**config.mk**
```make
export PLATFORM = sky130hd
export DESIGN_NAME = sw_alloc_rr_lock_4port
export DESIGN_NICKNAME = d
export VERILOG_FILES = /design/src/rtl/sw_alloc_rr_lock_4port_pkg.sv /design/src/rtl/sw_alloc_rr_lock_4port_rr_arb4.sv /design/src/rtl/sw_alloc_rr_lock_4port.sv
export SDC_FILE = /design/constraint.sdc
export NUM_CORES = 1
export LEC_CHECK = 0
export ABC_AREA = 1
export CORE_ASPECT_RATIO = 0.75
export CORE_MARGIN = 10
export CORE_UTILIZATION = 30
export DETAILED_ROUTE_END_ITERATION = 16
export GPL_TIMING_DRIVEN = 0
export PLACE_DENSITY = 0.55
export SYNTH_ARGS = -nofsm -noshare
export SYNTH_HDL_FRONTEND = slang
export SYNTH_SLANG_ARGS = --single-unit
```
**constraint.sdc**
```tcl
create_clock -name clk -period 4.9 [get_ports clk]
set_input_delay 0.98 -clock clk [delete_from_list [all_inputs] [get_ports clk]]
set_output_delay 0.98 -clock clk [all_outputs]
set_load 0.05 [all_outputs]
```
**src/rtl/sw_alloc_rr_lock_4port_pkg.sv**
```systemverilog
`default_nettype none
// ============================================================================
// Module      : sw_alloc_rr_lock_4port_pkg
// Description : Switch codes and port indices shared by the switch allocator.
// Revision    : 1.0
// ============================================================================
package sw_alloc_rr_lock_4port_pkg;

    localparam int unsigned NUM_PORTS = 4;

    localparam int unsigned PORT_X1    = 0;
    localparam int unsigned PORT_X2    = 1;
    localparam int unsigned PORT_Y     = 2;
    localparam int unsigned PORT_LOCAL = 3;

    localparam logic [2:0] SW_X1    = 3'd0;
    localparam logic [2:0] SW_X2    = 3'd1;
    localparam logic [2:0] SW_Y1    = 3'd2;
    localparam logic [2:0] SW_LOCAL = 3'd3;
    localparam logic [2:0] SW_STOP  = 3'd7;

    // Input index to output mux select code.
    function automatic logic [2:0] sw_code(input logic [1:0] idx);
        logic [2:0] code;
        case (idx)
            2'd0:    code = SW_X1;
            2'd1:    code = SW_X2;
            2'd2:    code = SW_Y1;
            default: code = SW_LOCAL;
        endcase
        return code;
    endfunction

endpackage
`default_nettype wire

```
**src/rtl/sw_alloc_rr_lock_4port_rr_arb4.sv**
```systemverilog
`default_nettype none
// ============================================================================
// Module      : rr_arb4
// Description : Combinational 4-way round-robin pick starting at ptr.
// Revision    : 1.0
// ============================================================================
module rr_arb4 (
    input  logic [3:0] req,
    input  logic [1:0] ptr,
    output logic [3:0] gnt,
    output logic [1:0] idx,
    output logic       any
);

    logic [1:0] w_cand;

    always_comb begin
        gnt    = '0;
        idx    = ptr;
        any    = 1'b0;
        w_cand = ptr;
        for (int k = 0; k < 4; k++) begin
            w_cand = ptr + 2'(k);
            if (!any && req[w_cand]) begin
                any         = 1'b1;
                idx         = w_cand;
                gnt[w_cand] = 1'b1;
            end
        end
    end

endmodule
`default_nettype wire

```
**src/rtl/sw_alloc_rr_lock_4port.sv**
```systemverilog
`default_nettype none
// ============================================================================
// Module      : sw_alloc_rr_lock_4port
// Description : Per-output round-robin switch allocator with wormhole lock,
//               downstream backpressure and lock timeout release.
// Revision    : 1.0
// ============================================================================
module sw_alloc_rr_lock_4port
    import sw_alloc_rr_lock_4port_pkg::*;
#(
    parameter int unsigned LOCK_TIMEOUT = 16,
    parameter int unsigned TO_W         = 8
) (
    input  logic        clk,
    input  logic        rst_n,
    input  logic        en,
    input  logic [3:0]  req_valid,
    input  logic [11:0] req_port,
    input  logic [3:0]  req_last,
    input  logic [3:0]  out_full,
    output logic [3:0]  grant,
    output logic [11:0] out_sel,
    output logic [3:0]  out_lock,
    output logic [3:0]  timeout_pulse
);

    localparam logic [TO_W-1:0] c_to_last = TO_W'(LOCK_TIMEOUT - 1);

    logic [3:0][2:0] w_dst;
    logic [3:0][3:0] w_gnt;
    logic [3:0]      w_grant;

    genvar gi, go;

    generate
        for (gi = 0; gi < NUM_PORTS; gi++) begin : g_dst
            assign w_dst[gi] = req_port[3*gi +: 3];
        end
    endgenerate

    generate
        for (go = 0; go < NUM_PORTS; go++) begin : g_out
            logic [3:0]      w_elig;
            logic [1:0]      w_idx;
            logic            w_any;
            logic            w_own_req;
            logic            w_idle;
            logic [1:0]      r_ptr;
            logic [1:0]      r_owner;
            logic            r_lock;
            logic [TO_W-1:0] r_tocnt;
            logic [2:0]      r_sel;
            logic            r_pulse;

            for (gi = 0; gi < NUM_PORTS; gi++) begin : g_in
                assign w_elig[gi] = en & req_valid[gi] & (w_dst[gi] == 3'(go)) &
                                    ~out_full[go] & (~r_lock | (r_owner == 2'(gi)));
            end

            rr_arb4 u_arb (
                .req (w_elig),
                .ptr (r_ptr),
                .gnt (w_gnt[go]),
                .idx (w_idx),
                .any (w_any)
            );

            // An owner stalled only by downstream full is not abandoning its lock.
            assign w_own_req = req_valid[r_owner] & (w_dst[r_owner] == 3'(go));
            assign w_idle    = r_lock & ~w_any & ~(w_own_req & out_full[go]);

            always_ff @(posedge clk or negedge rst_n) begin
                if (!rst_n) begin
                    r_ptr   <= 2'd0;
                    r_owner <= 2'd0;
                    r_lock  <= 1'b0;
                    r_tocnt <= '0;
                    r_sel   <= SW_STOP;
                    r_pulse <= 1'b0;
                end else if (!en) begin
                    r_sel   <= SW_STOP;
                    r_pulse <= 1'b0;
                end else if (w_any) begin
                    r_sel   <= sw_code(w_idx);
                    r_tocnt <= '0;
                    r_pulse <= 1'b0;
                    if (req_last[w_idx]) begin
                        r_lock <= 1'b0;
                        r_ptr  <= w_idx + 2'd1;
                    end else if (!r_lock) begin
                        r_lock  <= 1'b1;
                        r_owner <= w_idx;
                    end
                end else begin
                    r_sel   <= SW_STOP;
                    r_pulse <= 1'b0;
                    if (w_idle) begin
                        if (r_tocnt == c_to_last) begin
                            r_lock  <= 1'b0;
                            r_tocnt <= '0;
                            r_ptr   <= r_owner + 2'd1;
                            r_pulse <= 1'b1;
                        end else begin
                            r_tocnt <= r_tocnt + 1'b1;
                        end
                    end
                end
            end

            assign out_sel[3*go +: 3] = r_sel;
            assign out_lock[go]       = r_lock;
            assign timeout_pulse[go]  = r_pulse;
        end
    endgenerate

    always_comb begin
        w_grant = '0;
        for (int o = 0; o < NUM_PORTS; o++) begin
            w_grant = w_grant | w_gnt[o];
        end
    end

    assign grant = rst_n ? w_grant : 4'd0;

endmodule
`default_nettype wire

```
==> summary.md <==
| Metric | Value |
|---|---|
| Run status | finished clean |
| Slew at the pin closest to its max-slew limit | about 0.56 ns |
| Leakage power | 0.00340 uW |
| Post-placement cell count | about 1200 |
| Standard cell with the maximum stage delay on the critical path | sky130_fd_sc_hd__clkdlybuf4s50_1 |
| Floorplan row count | between 40 and 50 |
| Setup TNS | 0 ns |
| Share of layout cells above drive strength 1 | 15.3% |
| Number of pins exceeding their max-slew limit in the final report | 0 |
| Max-cap viol count | 0 |
| Area taken by flip-flops and latches | between 1500 and 2000 um^2 |
| Hold bufs inserted after CTS | 0 |
| H-tree depth | 3 |
| Core area | 20100 um^2 |
| Utilization after layout | ~36% |
| First-pass detailed-route iteration total | 7 |
| Buffers added on ports | 50 |
| Leading cell types by total area after synthesis | sky130_fd_sc_hd__dfrtp_1 (23%), sky130_fd_sc_hd__nand2_1 (14%), sky130_fd_sc_hd__nand3_1 (9.4%) |
| Fill cell instance count of the final layout | about 2100 |
| Distinct cells, synth | just under 50 |
| Required time worst endpoint | 3.92 ns |
| Starting DRC count in detailed routing | about 610 |
| Later-pin clock latency in the skew report | roughly 0.35 ns |
| Type of the tightest min-delay check | reg2reg |
| Post-route minimum period | 4.70 ns |
| CP Launch Type | input pin |
| Setup violations, final | 0 |
| Remaining global-route overflow | 0 |
| Clk_skew | 0.00786 ns |
| Mean instance size in the synthesized netlist | about 6.8 um^2 |
| Register bit count reported by yosys | 68 |
| PwrDens | 785 nW/um^2 |
| Vias in the first global route | approximately 5700 |
| Multi-input gate area | ~3800 um^2 |
| Post-CTS setup buffers | 0 |
| Floorplan die area | roughly 27000 um^2 |
| ANT cells | 0 |
| Die extent in y | between 100 and 150 um |
| Number of nets with antenna violations after detailed routing | 0 |
| # nets final | 1014 |
| Clock tree from TritonCTS | yes |
| Synthesized net count | roughly 950 |
| Synth Instances | ~900 |
| Number of buffers inserted during clock tree synthesis | 9 |
| Sequential share of the synthesized area | between 20% and 30% |
| DP Wirelength | 15200 um |
| Routed length per placed instance | about 16 um |
| Aggregate global-route resource usage | between 10 and 15% |
| Clock transition at path regs | about 0.06 ns |
| Buffer levels on the longest clock path | 2 |
| Gpl congestion | 0.944 |
| Post-route clock period utilization | around 96% |
| Root Buffer | sky130_fd_sc_hd__clkbuf_16 |
| Achievable frequency | ~210 MHz |
| Kind of end point of the critical path | output pin |
| Synth warnings | 0 |
| Crit path DAT | 3.72 ns |
| Number of I/O pins | between 50 and 60 |
| Detailed Route WL | between 15000 and 20000 um |
| Cell-by-cell listing of the critical path | clkdlybuf4s50_1 -> nor2_1 -> nand2_1 -> nor2_2 -> nand3_2 -> nand3_1 -> nand2_2 -> clkinv_2 -> nand3_1 -> o221a_2 -> a31oi_1 -> clkbuf_2 |
| Most common library cell in the layout ignoring fill and taps | sky130_fd_sc_hd__nand2_1 |
| Wire length of the first global-routing pass | 30800 um |
| Max transition margin | between 60 and 70% |
| Post-detailed-route DRC marker count | 0 |
| Detail-routed via count per cell | a little over 5 |
| Total vias in the final route | around 6200 |
| Crit Path Max Fanout | 5 |
| Width of the die | ~180 um |
| Largest net degree at the start of global routing | 40 |
| Number of antenna violations at the first check in global routing | 0 |
| RSZ-0062 raised after global routing | false |
| Starting Density | a little under a third |
| Area delta synth->final | 18.3% |
| Type of the worst setup path | in2out |
| Post-synthesis cell type with the largest combined area | sky130_fd_sc_hd__dfrtp_1 |
| Count of non-filler cells in the finished layout | 1226 |
| Maximum cell stage delay along the critical path | ~0.5 ns |
| Most frequent cells in the layout | sky130_fd_sc_hd__nand2_1 (235), sky130_fd_sc_hd__nand3_1 (115), sky130_fd_sc_hd__inv_1 (95) |
| Area share of the largest cell type after synthesis | 22.9% |
| Most Frequent Cell on Critical Path | sky130_fd_sc_hd__nand3_1 |
| PnR Total Power | between 5000 and 6000 uW |
| Mapped Area | ~6000 um^2 |
| TritonCTS sink count | around 70 |
| Worst-case vdd ir drop | 0.000296 V |
| Final hold violations | 0 |
## power breakdown
| part | internal (uW) | total, uW | switching (uW) |
|---|---|---|---|
| sequential | 782 | 948 | 166 |
| clock | 407 | 659 | 252 |
| combinational | 1230 | 4070 | 2840 |
## critical path: cells and delay by family
kind            cells  cell delay, ns
simple gates        7            1.24
buf+inv             3            0.93
compound gates      2            0.57
## path summary, 6_finish.rpt
check | startpoint | endpoint | slack, ns | depth (start not counted)
worst max-delay path | req_port[7] | grant[2] | 0.20 | 12
worst min-delay path | g_out[0].r_tocnt[2] | g_out[0].r_tocnt[2] | 0.45 | 1
worst max register to register | g_out[0].r_ptr[0] | g_out[0].r_ptr[1] | 1.96 | 16
worst min register to register | g_out[0].r_tocnt[2] | g_out[0].r_tocnt[2] | 0.45 | 1
max in group asynchronous | rst_n | g_out[3].r_sel[0] | 3.70 | 2
min in group asynchronous | rst_n | g_out[2].r_tocnt[4] | 0.56 | 1
## what timing repair did
| item | 4_1_cts | 5_1_grt |
|---|---|---|
| gates resized for setup | 5 | 10 |
| pin swaps | 0 | 0 |
| endpoints found under the setup margin | 4 | 4 |
| cloned | 0 | 0 |
## layout make-up
class                   count  share of cell area, %
multi-input cells         701                   52.8
flip-flops and latches     68                   23.7
repair buffers             51                   6.89
inverters                 113                   6.02
well taps                 258                   4.47
clock buffers              12                   3.41
plain buffers              19                   2.01
clock inverters             4                  0.692
## Yosys cell counts, drive strengths merged
master,instances
a21boi,1
a21oi,28
a22o,1
a31o,1
a31oi,3
and2,2
and3,3
buf,19
clkinv,2
dfrtp,56
dfstp,12
ha,24
inv,111
nand2,264
nand3,129
nand3b,2
nand4,30
nor2,88
nor3,40
nor3b,1
nor4,3
o211a,1
o211ai,4
o21a,1
o21ai,33
o221a,1
o221ai,1
o22ai,34
or2,1
xnor2,2
xor2,3
## cell families (layout without fill, tap and decap cells)
family / after synthesis / count (layout) / share of synthesized area, %
flops: 68 / 68 / 28.1
simple gates: 563 / 563 / 46.4
compound gates: 109 / 109 / 10.4
fa+ha+maj: 24 / 24 / 4.92
buf+inv: 132 / 199 / 9.50
xor+xnor: 5 / 5 / 0.717
## per-layer routing
| metal | wire length [um] | share of wire [%] | GRT usage (%) |
|---|---|---|---|
| met5 | 0 | 0 | 0 |
| met4 | 216 | 1.1 | 3.58 |
| met3 | 1480 | 7.7 | 3.61 |
| met2 | 7730 | 40 | 20.7 |
| met1 | 9700 | 51 | 21.4 |
## sequential cells by signal (all words and copies together), names as in the netlist
name           flops
g_out.r_sel       12
g_out.r_lock       4
g_out.r_pulse      4
g_out.r_owner      8
g_out.r_tocnt     32
g_out.r_ptr        8
## per-stage QoR
stage | area, um^2 | worst slack, ns | hold slack (ns)
after global routing | 7230 | 0.0218 | 0.485
final | 7230 | 0.203 | 0.453
after global placement | 6930 | -1.81 | 0.447
after detailed placement | 6950 | -0.297 | 0.444
after CTS | 7240 | 0.0125 | 0.452
after floorplan | 6110 | 0.905 | 0.423
Note: power is estimated with default switching activity, not from simulation.
